**src/rtl/tvf_word_packer_if.sv**
```systemverilog
// Write-side group bus, SRAM word ports and read-side group stream
// for tvf_word_packer.
interface tvf_word_packer_if #(
    parameter int VEF_BIT    = 11,
    parameter int T_PER_WORD = 4,
    parameter int WCNT_BIT   = 10
);
    localparam int GROUP_BIT = 2 + 2 * (VEF_BIT - 1);
    localparam int SRAM_WORD = T_PER_WORD * GROUP_BIT;

    logic                 i_init;
    logic                 i_t_valid;
    logic [1:0]           i_t;
    logic [VEF_BIT-1:0]   i_v;
    logic [VEF_BIT-1:0]   i_f;
    logic                 i_flush;
    logic                 o_sram_send;
    logic [SRAM_WORD-1:0] o_send_data;
    logic [WCNT_BIT-1:0]  o_words_written;
    logic                 i_start_read;
    logic [WCNT_BIT-1:0]  i_read_words;
    logic                 o_sram_request;
    logic                 i_request_valid;
    logic [SRAM_WORD-1:0] i_request_data;
    logic                 o_valid;
    logic                 i_take;
    logic [1:0]           o_t;
    logic [VEF_BIT-1:0]   o_v;
    logic [VEF_BIT-1:0]   o_f;
    logic                 o_done;
    logic                 o_busy;

    modport slave (
        input  i_init, i_t_valid, i_t, i_v, i_f, i_flush,
        input  i_start_read, i_read_words,
        input  i_request_valid, i_request_data, i_take,
        output o_sram_send, o_send_data, o_words_written,
        output o_sram_request, o_valid, o_t, o_v, o_f,
        output o_done, o_busy
    );

    modport master (
        output i_init, i_t_valid, i_t, i_v, i_f, i_flush,
        output i_start_read, i_read_words,
        output i_request_valid, i_request_data, i_take,
        input  o_sram_send, o_send_data, o_words_written,
        input  o_sram_request, o_valid, o_t, o_v, o_f,
        input  o_done, o_busy
    );
endinterface

```
**src/rtl/tvf_word_packer.sv**
```systemverilog
// Packs (t, v, f) groups into SRAM words on the write side and
// unpacks SRAM words back into a group stream on the read side.
module tvf_word_packer #(
    parameter int VEF_BIT    = 11,
    parameter int T_PER_WORD = 4,
    parameter int WCNT_BIT   = 10
) (
    input logic             clk,
    input logic             rst,
    tvf_word_packer_if.slave bus
);
    localparam int SB        = VEF_BIT - 1;
    localparam int GROUP_BIT = 2 + 2 * SB;
    localparam int SRAM_WORD = T_PER_WORD * GROUP_BIT;
    localparam int PTR_BIT   = (T_PER_WORD > 1) ? $clog2(T_PER_WORD) : 1;
    localparam logic [PTR_BIT-1:0] LAST = PTR_BIT'(T_PER_WORD - 1);

    typedef enum logic [1:0] {
        IDLE,
        REQ,
        WAIT,
        DRAIN
    } rd_state_t;

    logic clr;
    assign clr = rst | bus.i_init;

    logic [PTR_BIT-1:0]   wr_ptr;
    logic [SRAM_WORD-1:0] wr_buf;
    logic [SRAM_WORD-1:0] wr_word;
    logic [GROUP_BIT-1:0] wr_group;
    logic                 wr_send;
    logic                 send_q;
    logic [SRAM_WORD-1:0] data_q;
    logic [WCNT_BIT-1:0]  words_q;

    assign wr_group = {bus.i_t, bus.i_v[SB-1:0], bus.i_f[SB-1:0]};

    // Slots past the pointer are always zero, so OR-ing in the new group
    // also yields the zero padding of a flushed partial word.
    always_comb begin
        wr_word = wr_buf;
        if (bus.i_t_valid) begin
            wr_word = wr_buf |
                ({wr_group, {(SRAM_WORD - GROUP_BIT){1'b0}}}
                 >> (wr_ptr * GROUP_BIT));
        end
    end

    assign wr_send = (bus.i_t_valid && wr_ptr == LAST) ||
                     (bus.i_flush && (bus.i_t_valid || wr_ptr != '0));

    always_ff @(posedge clk) begin
        if (clr) begin
            wr_ptr  <= '0;
            wr_buf  <= '0;
            send_q  <= 1'b0;
            data_q  <= '0;
            words_q <= '0;
        end else begin
            send_q <= wr_send;
            if (wr_send) begin
                wr_ptr <= '0;
                wr_buf <= '0;
                data_q <= wr_word;
                if (~&words_q) words_q <= words_q + 1'b1;
            end else if (bus.i_t_valid) begin
                wr_ptr <= wr_ptr + 1'b1;
                wr_buf <= wr_word;
            end
        end
    end

    rd_state_t            state;
    rd_state_t            state_d;
    logic [WCNT_BIT-1:0]  rd_left;
    logic [PTR_BIT-1:0]   rd_slot;
    logic [SRAM_WORD-1:0] rd_buf;
    logic [SRAM_WORD-1:0] rd_shift;
    logic [GROUP_BIT-1:0] rd_group;
    logic                 req_q;
    logic                 done_q;
    logic                 take;
    logic                 last_take;
    logic                 zero_read;

    assign take      = (state == DRAIN) && bus.i_take;
    assign last_take = take && (rd_slot == LAST);
    assign zero_read = (state == IDLE) && bus.i_start_read &&
                       (bus.i_read_words == '0);

    always_comb begin
        state_d = state;
        unique case (state)
            IDLE: begin
                if (bus.i_start_read && bus.i_read_words != '0)
                    state_d = REQ;
            end
            REQ: state_d = WAIT;
            WAIT: begin
                if (bus.i_request_valid) state_d = DRAIN;
            end
            DRAIN: begin
                if (last_take) state_d = (rd_left != '0) ? REQ : IDLE;
            end
            default: state_d = IDLE;
        endcase
    end

    always_ff @(posedge clk) begin
        if (clr) begin
            state   <= IDLE;
            rd_left <= '0;
            rd_slot <= '0;
            rd_buf  <= '0;
            req_q   <= 1'b0;
            done_q  <= 1'b0;
        end else begin
            state  <= state_d;
            req_q  <= (state == REQ);
            done_q <= zero_read || (last_take && rd_left == '0);
            if (state == IDLE && bus.i_start_read)
                rd_left <= bus.i_read_words;
            if (state == REQ)
                rd_left <= rd_left - 1'b1;
            if (state == WAIT && bus.i_request_valid) begin
                rd_buf  <= bus.i_request_data;
                rd_slot <= '0;
            end
            if (take)
                rd_slot <= (rd_slot == LAST) ? '0 : rd_slot + 1'b1;
        end
    end

    assign rd_shift = rd_buf << (rd_slot * GROUP_BIT);
    assign rd_group = rd_shift[SRAM_WORD-1 -: GROUP_BIT];

    logic unused_bits;
    assign unused_bits = &{1'b0, bus.i_v[SB], bus.i_f[SB],
                           rd_shift[SRAM_WORD-GROUP_BIT-1:0]};

    assign bus.o_sram_send     = send_q;
    assign bus.o_send_data     = data_q;
    assign bus.o_words_written = words_q;
    assign bus.o_sram_request  = req_q;
    assign bus.o_valid         = (state == DRAIN);
    assign bus.o_t             = rd_group[GROUP_BIT-1 -: 2];
    assign bus.o_v             = {1'b0, rd_group[2*SB-1 -: SB]};
    assign bus.o_f             = {1'b0, rd_group[SB-1:0]};
    assign bus.o_done          = done_q;
    assign bus.o_busy          = (state != IDLE);
endmodule

```
**src/flat_wrapper.sv**
```systemverilog
// flat-port wrapper written by rule: the top's interface ports become plain ports
module tvf_word_packer_flat 
#(
    parameter int VEF_BIT    = 11,
    parameter int T_PER_WORD = 4,
    parameter int WCNT_BIT   = 10
)
  (clk, rst, bus_i_init, bus_i_t_valid, bus_i_t, bus_i_v, bus_i_f, bus_i_flush, bus_i_start_read, bus_i_read_words, bus_i_request_valid, bus_i_request_data, bus_i_take, bus_o_sram_send, bus_o_send_data, bus_o_words_written, bus_o_sram_request, bus_o_valid, bus_o_t, bus_o_v, bus_o_f, bus_o_done, bus_o_busy);
  tvf_word_packer_if #(.VEF_BIT(VEF_BIT), .T_PER_WORD(T_PER_WORD), .WCNT_BIT(WCNT_BIT)) bus_i ();
  input logic clk;
  input logic rst;
  input wire logic [$bits(bus_i.i_init)-1:0] bus_i_init;
  input wire logic [$bits(bus_i.i_t_valid)-1:0] bus_i_t_valid;
  input wire logic [$bits(bus_i.i_t)-1:0] bus_i_t;
  input wire logic [$bits(bus_i.i_v)-1:0] bus_i_v;
  input wire logic [$bits(bus_i.i_f)-1:0] bus_i_f;
  input wire logic [$bits(bus_i.i_flush)-1:0] bus_i_flush;
  input wire logic [$bits(bus_i.i_start_read)-1:0] bus_i_start_read;
  input wire logic [$bits(bus_i.i_read_words)-1:0] bus_i_read_words;
  input wire logic [$bits(bus_i.i_request_valid)-1:0] bus_i_request_valid;
  input wire logic [$bits(bus_i.i_request_data)-1:0] bus_i_request_data;
  input wire logic [$bits(bus_i.i_take)-1:0] bus_i_take;
  output wire logic [$bits(bus_i.o_sram_send)-1:0] bus_o_sram_send;
  output wire logic [$bits(bus_i.o_send_data)-1:0] bus_o_send_data;
  output wire logic [$bits(bus_i.o_words_written)-1:0] bus_o_words_written;
  output wire logic [$bits(bus_i.o_sram_request)-1:0] bus_o_sram_request;
  output wire logic [$bits(bus_i.o_valid)-1:0] bus_o_valid;
  output wire logic [$bits(bus_i.o_t)-1:0] bus_o_t;
  output wire logic [$bits(bus_i.o_v)-1:0] bus_o_v;
  output wire logic [$bits(bus_i.o_f)-1:0] bus_o_f;
  output wire logic [$bits(bus_i.o_done)-1:0] bus_o_done;
  output wire logic [$bits(bus_i.o_busy)-1:0] bus_o_busy;
  assign bus_i.i_init = bus_i_init;
  assign bus_i.i_t_valid = bus_i_t_valid;
  assign bus_i.i_t = bus_i_t;
  assign bus_i.i_v = bus_i_v;
  assign bus_i.i_f = bus_i_f;
  assign bus_i.i_flush = bus_i_flush;
  assign bus_i.i_start_read = bus_i_start_read;
  assign bus_i.i_read_words = bus_i_read_words;
  assign bus_i.i_request_valid = bus_i_request_valid;
  assign bus_i.i_request_data = bus_i_request_data;
  assign bus_i.i_take = bus_i_take;
  assign bus_o_sram_send = bus_i.o_sram_send;
  assign bus_o_send_data = bus_i.o_send_data;
  assign bus_o_words_written = bus_i.o_words_written;
  assign bus_o_sram_request = bus_i.o_sram_request;
  assign bus_o_valid = bus_i.o_valid;
  assign bus_o_t = bus_i.o_t;
  assign bus_o_v = bus_i.o_v;
  assign bus_o_f = bus_i.o_f;
  assign bus_o_done = bus_i.o_done;
  assign bus_o_busy = bus_i.o_busy;
  tvf_word_packer #(.VEF_BIT(VEF_BIT), .T_PER_WORD(T_PER_WORD), .WCNT_BIT(WCNT_BIT)) u_core (.clk(clk), .rst(rst), .bus(bus_i));
endmodule
```
**config.mk**
```make
export PLATFORM = sky130hd
export DESIGN_NAME = tvf_word_packer_flat
export DESIGN_NICKNAME = d
export VERILOG_FILES = /design/src/rtl/tvf_word_packer_if.sv /design/src/rtl/tvf_word_packer.sv /design/src/flat_wrapper.sv
export SDC_FILE = /design/constraint.sdc
export NUM_CORES = 1
export LEC_CHECK = 0
export ABC_AREA = 1
export CORE_MARGIN = 1.5
export CORE_UTILIZATION = 50
export CTS_BUF_LIST = sky130_fd_sc_hd__clkbuf_8
export DETAILED_ROUTE_END_ITERATION = 6
export PLACE_DENSITY = 0.87
export SYNTH_ARGS = -nofsm -noshare
export SYNTH_HDL_FRONTEND = slang
export SYNTH_SLANG_ARGS = --single-unit
```
**constraint.sdc**
```tcl
create_clock -name clk -period 2.32 [get_ports clk]
set_input_delay 0.348 -clock clk [delete_from_list [all_inputs] [get_ports clk]]
set_output_delay 0.348 -clock clk [all_outputs]
set_load 0.05 [all_outputs]
```
[Word-level counts from Yosys, hierarchy flattened]
Cells that the tools add are included.
Word-level totals
  logic and storage cells: 66
  output and inout bits: 127
  input port bits: 130
  flip-flop bits (word level): 293
Cells by class
  shift-type cells: 2
  mux-type cells: 11
  bitwise operators: 3
  multiply operators: 2
  $add $sub $neg: 4
  equality and inequality tests: 8
  reductions and logical operators: 25
Operator list (number)
  $mux 88: 1
  $or 88x88->88: 1
  $shl 88x7->88: 1
  $shr 88x7->88: 1
  $logic_not 10->1: 2
  $mux 10: 2
  $reduce_bool 10->1: 2
  $mul 2x4->6 const B: 2
  $mux 2: 6
  $add 10x1->10 const B: 1
  $reduce_and 10->1: 1
  $sub 10x1->10 const B: 1
  $logic_and 1x1->1: 9
  $eq 2x2->1 const B: 4
  $pmux 2 s4: 1
  $reduce_bool 2->1: 4
  $add 2x1->2 const B: 2
  $ne 2x2->1 const B: 2
  $logic_or 1x1->1: 3
  $reduce_and 3->1: 1
  $eq 2x1->1 const B: 1
  $logic_not 2->1: 1
  $ne 2x1->1 const B: 1
  $reduce_and 2->1: 1
  4 further kinds: 4

[Depth between registers and ports, before layout]
Gate-level depths: netlist (run 1).
  depth after elaboration: 5
  gate-level depth with buffers: 16
  depth with buffers taken out: 12

[Least setup slack after synthesis (run 1)]
Ideal clock, no wire load.
  kind: reg-to-output
  start: reg u_core.rd_slot[0]
  end: out bus_o_f[6]
  stages on the path, launching flop included: 11
  required time: 1.972 ns
  path slack: -0.918 ns
  path buffers: 5
  arrival time: 2.890 ns
  path through: dfxtp_1 > buf_4 > inv_2 > buf_6 > buf_2 > ha_1 > inv_1 > buf_2 > clkbuf_1 > o21ai_0 > o21ai_0
Between the ends
  word-level cells in the longest chain between the ends: 2
RTL lines
  from (decl): RTL line tvf_word_packer.sv:77  | logic [PTR_BIT-1:0] rd_slot;
  from (signal assigned): RTL line tvf_word_packer.sv:131  | rd_slot <= (rd_slot == LAST) ? '0 : rd_slot + 1'b1;
  $mul 2x4->6: RTL line tvf_word_packer.sv:135  | assign rd_shift = rd_buf << (rd_slot * GROUP_BIT);
  $shl 88x7->88: RTL line tvf_word_packer.sv:135
  to (decl): RTL line flat_wrapper.sv:30  | output wire logic [$bits(bus_i.o_f)-1:0] bus_o_f;
No other way between the ends.

[Worst setup path after layout (run 1)]
  start: reg u_core.rd_slot[0]
  end: out bus_o_v[3]
Between the ends
  word-level cells in the longest chain between the ends: 2
RTL lines
  $mul 2x4->6: RTL line tvf_word_packer.sv:135
  $shl 88x7->88: RTL line tvf_word_packer.sv:135
  to (decl): RTL line flat_wrapper.sv:29  | output wire logic [$bits(bus_i.o_v)-1:0] bus_o_v;
No other way between the ends.

==> impl_metrics.ini, run 1 <==
[floorplan]
fp-row-count = 63
die_area_um2 = 30900
die_w_um = 176
initial_core_util_pct = 50.6
core_um2 = 29500
die_h_um = 176
pin_count = 257

[min_path]
min_to = u_core.rd_buf[41]
hold_start = bus_i_request_data[41]
min_path_type = in -> reg
min_path_cells = 3

[drt]
vias = 17178
routed_wl_mm = 58.4
avgRoutedWirePerCell_um = 19.1
ant_nets = 0
firstDrtPassIters = 5
drc = 0
viasPerCell = 5.62
drt-initial-drc-count = 1338

[final_layout]
nFillCells = 2439
area_growth_pct = 38.1
multiInputGateArea_um2 = 8350
nets = 2772
drive_gt1_share_pct = 15.4
final_cell_area_um2 = 20600
regArea_um2 = 5870

[setup_path]
cpLargestDelayFamily = buffers and inverters
r2r-end = u_core.bus.o_send_data[58]
required_ps = 1970
crit_type = reg -> out
r2r_setup_slack_ps = 130
crit_slowest_cell = o211ai_1
end_kind = primary output
crit_buf_inv = 5
crit_top_cell = buf_12
r2r-start = u_core.wr_ptr[1]
cp_max_fo = 11
cp.depth = 10
critPathLaunchType = flip-flop
r2r_cells = 13
crit_chain = inv_2, ha_4, inv_6, buf_12, buf_4, o211ai_1, nand4_1, nand2_1, nand2_2, buf_12
cp.arrival_ps = 2580
slowest_delay_ps = 370

[synthesis]
async_flop_share_pct = 0
synth_edf_count = 0
ys_top_cells_by_area = dfxtp_1 39%, nand2_1 19%, nand3_1 7.4%
yosysWarnings = 0
postSynthCellCount = 2313
synth_area_um2 = 14900
synth_top_area_share_pct = 39.3
syn_area_per_cell_um2 = 6.45
ys_seq_area_share_pct = 39.3
yosysTopAreaCell = dfxtp_1
ys_ff_latch = 293
synthDistinctLibCells = 43
ys.flop_type = dfxtp_1

[sta]
max_slew_margin_pct = 60.7
fin_crit_sh_pct = 126
tightest_slew_ps = 588
final_hold_viol_count = 0
setup_viol = 22
rsz0062_at_grt = true
setup_ws_ps = -612
fin_skew_ps = 22.1
drv_slew = 0
fin_crit_ps = 2930
clock.fmax_mhz = 341

[placed_design]
io_buffers = 252
place.gp.congestion = 1.03
place_hpwl_mm = 43.9
placed_cell_area_um2 = 18800
post-place-ws_ps = -128

[pwr]
p_switching_w = 0.00310
p_clk_share_pct = 43.0
p_per_area_nw_per_um2 = 551
ir_drop_mv = 0.637
power_frac_comb_pct = 11.6
leakagePower_nw = 8.96
switching_share_pct = 27.3
pwr-share-seq_pct = 45.3
p_int_w = 0.00824

[grt]
antenna_found_initial = 1
grt_max_degree = 93
grt_overflow = 0
grt_pass1_vias = 16373
grt_pass1_wl_mm = 88.8
grt_use_total_pct = 36.8

[clock_tree]
clkTransAtPathRegs_ps = 60
clk_latency_ps = 590
h-tree-depth = 2
tritoncts = built
cts-hold-fix-buffers = 0
cts_root_buf = clkbuf_8
cts_buffers = 49
cts.sinks = 293
cts.path.max_buffers = 3

[run_status]
violations = setup timing
status = finished with violations

[flow_run]
maxCapViolCount = 0
==> worst reg2reg max path: cells and delay by family (launching register included) <==
family | cells | cell delay [ps]
adders and majority gates | 1 | 340
buffers and inverters | 4 | 520
and+or+nand+nor | 8 | 830
DFF | 1 | 410
==> cells in the final DEF, fill, tap and decap left out, types with 10 or more instances in the layout <==
master	Yosys	layout
nand2_1	758	701
dfxtp_1	293	291
clkdlybuf4s50_1	0	226
nor2_1	225	216
nand3_1	220	197
o21ai_0	194	167
inv_1	151	158
a21oi_1	127	122
buf_4	10	106
clkbuf_8	0	61
nand2_2	2	44
o211ai_1	34	34
buf_12	0	33
o21ai_1	21	31
nand4_1	30	30
nand3_2	1	24
buf_6	3	18
inv_2	13	17
o21ai_2	0	15
nand2_4	0	15
a31oi_1	15	15
ha_1	16	13
nor2_2	5	11
clkinv_2	0	10
==> layout make-up <==
cell class / count / area share (%)
sequential: 293 / 28.5
clock inverter: 31 / 1.08
antenna: 1 / 0.0121
timing repair buffer: 397 / 20.4
tap: 390 / 2.37
inverter: 168 / 3.10
clock buffer: 61 / 4.07
multi-input combinational: 1717 / 40.5
==> kinds of logic (layout without fill, tap and decap cells) <==
family,after synthesis,after routing,synth area share (%)
AO/OA/AOI/OAI,418,418,15.2
XOR/XNOR,7,7,0.411
adder cells (fa/ha/maj),16,16,1.34
buffers and inverters,304,657,8.42
flip-flops,293,293,39.3
multiplexers,1,1,0.0671
other,1,3,0.0251
AND/OR/NAND/NOR,1273,1273,35.2
==> how the worst max path moves through the flow <==
stage                      start          to
2_1_floorplan  u_core.rd_slot[0]  bus_o_f[7]
3_3_place_gp   u_core.rd_slot[0]  bus_o_t[1]
3_5_place_dp   u_core.rd_slot[0]  bus_o_t[1]
4_1_cts        u_core.rd_slot[0]  bus_o_v[3]
5_1_grt        u_core.rd_slot[0]  bus_o_v[3]
6_report       u_core.rd_slot[0]  bus_o_v[3]
==> timing repair <==
action	4_1_cts	5_1_grt
setup endpoints to repair	24	51
gates resized for setup	110	63
cloned	5	0
setup buffers	7	3
pin swaps	31	39
==> registers in the layout, summed over array words and instances, names as in the netlist, 2 cells and up <==
name and cells:
u_core.state 2, u_core.bus.o_words_written 10, u_core.bus.o_send_data 88, u_core.rd_buf 88, u_core.wr_buf 88, u_core.rd_left 10
u_core.rd_slot 2, u_core.wr_ptr 2
==> through the flow <==
stage | util, % | power (W) | setup TNS, ps | hold WS, ps | cells
global route | 69.9 | 0.0117 | -12930 | 397 | 3058
global placement | 63.8 | 0.00650 | -1560 | 431 | 2952
floorplan | - | 0.00593 | 0 | 421 | 2314
CTS | 69.2 | 0.0114 | -11160 | 359 | 3055
detailed placement | 63.8 | 0.00652 | -656 | 439 | 2952
finish | 69.9 | 0.0113 | -10910 | 384 | 3058
==> power by group through the flow <==
stage               logic [W]  registers (W)  clock network, W
floorplan            0.000650        0.00528                 0
global placement      0.00126        0.00525                 0
detailed placement    0.00128        0.00525                 0
CTS                   0.00129        0.00514           0.00493
global route          0.00141        0.00514           0.00518
finish                0.00132        0.00514           0.00488
==> routing by layer <==
| layer | vias to the layer above | global-route usage (%) | part of all wire, % |
|---|---|---|---|
| li1 | 8155 | - | - |
| met1 | 8098 | 44.0 | 40 |
| met2 | 773 | 65.5 | 49 |
| met3 | 152 | 5.02 | 6.5 |
| met4 | 0 | 16.2 | 4.6 |
| met5 | - | 0 | 0 |
==> Yosys cell counts (6+ instances only) <==
master	number
and2_1	7
a21oi_1	127
buf_4	10
nor2_1	225
o21ai_0	194
nand4_1	30
clkbuf_1	67
o21bai_1	7
nor3_1	6
inv_2	13
o21ai_1	21
dfxtp_1	293
a31oi_1	15
or2_2	9
o211ai_1	34
nand3_1	220
buf_2	43
nand2_1	758
inv_1	151
buf_1	13
ha_1	16
Note: power is estimated with default switching activity, not from simulation.
==> inputs of run 2 (changes only) <==
- ABC_AREA: 1 -> unset
- clock period: 2.32 -> 2.35 ns (I/O delays scaled with it)
==> impl_metrics.ini, run 2 <==
[run_status]
status = finished with violations
violations = setup timing

[grt]
grt_use_total_pct = 40.3
grt_pass1_wl_mm = 95.0
grt_pass1_vias = 16016
antenna_found_initial = 0
grt_max_degree = 107
grt_overflow = 0

[synthesis]
ys_seq_area_share_pct = 39.8
synth_mux_area_share_pct = 14.8
yosys-top-cells-count = 293 x dfxtp_1, 252 x a21oi_1, 251 x nand2_1
synth_top_family_by_area = compound AO/OA/AOI/OAI gates
synth_top_area_share_pct = 39.8
yosysTopAreaCell = dfxtp_1
ys_ff_latch = 293
ys.flop_type = dfxtp_1
synth_adder_area_share_pct = 1.36
synthDistinctLibCells = 70
ys_top_cells_by_area = dfxtp_1 40%, a21oi_1 8.6%, mux2i_1 6.4%
syn_area_per_cell_um2 = 8.33
yosysMostFrequentCell = dfxtp_1
async_flop_share_pct = 0
synth_area_um2 = 14700
synth-simple-area-share_pct = 17.2
postSynthCellCount = 1770
synth-xor-area-share_pct = 0.535
synth_edf_count = 0
yosysWarnings = 0
synth_compound_area_share_pct = 21.9

[drt]
drc = 0
viasPerCell = 6.20
top_layer_used = met4
routed_wl_mm = 63.5
met3WireLength_mm = 6.87
m1WireLength_mm = 26.9
vias = 16330
firstDrtPassIters = 5
dr_wl_met2_mm = 27.3
drt-initial-drc-count = 1868
avgRoutedWirePerCell_um = 24.1
ant_nets = 0

[final_layout]
final_cell_area_um2 = 22300
final_cell_mix = 291 x dfxtp_1, 246 x nand2_1, 246 x buf_4, 243 x a21oi_1, 227 x clkdlybuf4s50_1
antenna_cells = 0
nets = 2364
area_growth_pct = 50.9
multiInputGateArea_um2 = 9450
layout_commonest_cell = dfxtp_1
nFillCells = 1983
regArea_um2 = 5870
drive_gt1_share_pct = 27.7

[clock_tree]
cts.sinks = 293
clk_latency_ps = 600
cts.path.max_buffers = 3
cts_root_buf = clkbuf_8
tritoncts = built
cts_buffers = 46
h-tree-depth = 2
clkTransAtPathRegs_ps = 60

[floorplan]
initial_core_util_pct = 51.1
pin_count = 257
die_w_um = 175
fp-row-count = 62
die_h_um = 175
die_area_um2 = 30500
core_um2 = 28900

[setup_path]
required_ps = 2000
critPathLaunchType = flip-flop
crit_chain = inv_8, ha_4, buf_8, buf_12, buf_4, mux2i_1, buf_4, nand2_1, o211a_1, a221o_2, buf_6
slowest_delay_ps = 400
crit_top_cell = buf_4
end_kind = primary output
cp.arrival_ps = 2880
cp_max_fo = 9
crit_slowest_cell = a221o_2
crit_type = reg -> out

[placed_design]
placed_cell_area_um2 = 20100
io_buffers = 252
place_hpwl_mm = 45.4
place.gp.congestion = 1.01
post-place-ws_ps = -344

[sta]
tightest_slew_ps = 593
final_hold_viol_count = 0
fin_crit_ps = 3230
rsz0062_at_grt = true
clock.fmax_mhz = 309
setup_ws_ps = -882
drv_slew = 0
setup_viol = 23
whs_ps = 303
setup_tns_ps = -17540
fin_skew_ps = 37.8
fin_crit_sh_pct = 138
max_slew_margin_pct = 60.3

[pwr]
ir_drop_mv = 0.683
p_per_area_nw_per_um2 = 512
leakagePower_nw = 8.26

[min_path]
min_path_type = in -> reg

[flow_run]
maxCapViolCount = 0
[run 2: cell count changes after synthesis, sizes merged, moves of 25 or more]
cell	delta
a211oi	+28
a21oi	+125
buf	-34
clkbuf	+41
inv	-142
mux2	+45
mux2i	+94
mux4	+32
nand2	-509
nand3	-197
nand4	-25
nor2	-64
o211ai	-28
o21ai	-114
[run 2: cell type report]
| cell class | instances | area share [%] |
|---|---|---|
| Tap cell | 384 | 2.16 |
| Multi-Input combinational cell | 1311 | 42.4 |
| Inverter | 24 | 0.483 |
| Clock inverter | 23 | 0.798 |
| Timing Repair Buffer | 542 | 24.2 |
| Clock buffer | 57 | 3.52 |
| Sequential cell | 293 | 26.4 |
[run 2: kinds of logic (layout without fill, tap and decap cells)]
family,after synthesis,after routing
buffers and inverters,167,646
adder cells (fa/ha/maj),16,16
other,1,2
AND/OR/NAND/NOR,570,570
multiplexers,172,172
flip-flops,293,293
AO/OA/AOI/OAI,542,542
XOR/XNOR,9,9
[run 2: what timing repair did]
action / 4_1_cts / 5_1_grt
buffers inserted: 9 / 7
endpoints found under the setup margin: 55 / 42
gates cloned: 5 / 2
pin swaps: 28 / 25
hold buffers: 0 / 0
gates resized for setup: 104 / 90
endpoints found under the hold margin: 0 / 0
[run 2: per-stage QoR]
stage	power, W	std cells	util (%)
final	0.0114	2634	77.1
after floorplan	0.00604	1771	-
after global placement	0.00682	2535	69.6
after global routing	0.0117	2634	77.1
after detailed placement	0.00684	2535	69.6
after CTS	0.0113	2627	75.3
[run 2: critical path: cells and delay by family (launching register included)]
family          cells  cell delay, ps
mux                 1             200
fa+ha+maj           1             280
compound gates      2             540
buf+inv             6             810
flops               1             380
simple gates        1              50
[run 2: power breakdown]
part	leakage [nW]	total [W]	switching, W	internal (W)
combinational	5.34	0.00173	0.000989	0.000739
clock	0.547	0.00455	0.00213	0.00243
sequential	2.37	0.00512	0.0000654	0.00505
[run 2: final timing paths]
path,endpoint,slack (ps),from,cells past startpoint
hold / removal,u_core.rd_buf[73],300,bus_i_request_data[73],3
setup / recovery,bus_o_v[4],-880,u_core.rd_slot[0],11
hold reg to reg,u_core.wr_buf[3],460,u_core.wr_buf[3],2
setup reg to reg,u_core.bus.o_send_data[21],-20,u_core.wr_ptr[0],9
[run 2: layer usage]
metal,global-route usage (%),vias up
met4,15.3,0
met2,60.4,1063
met1,56.6,7823
met3,9.16,165
met5,0,-
li1,-,7279
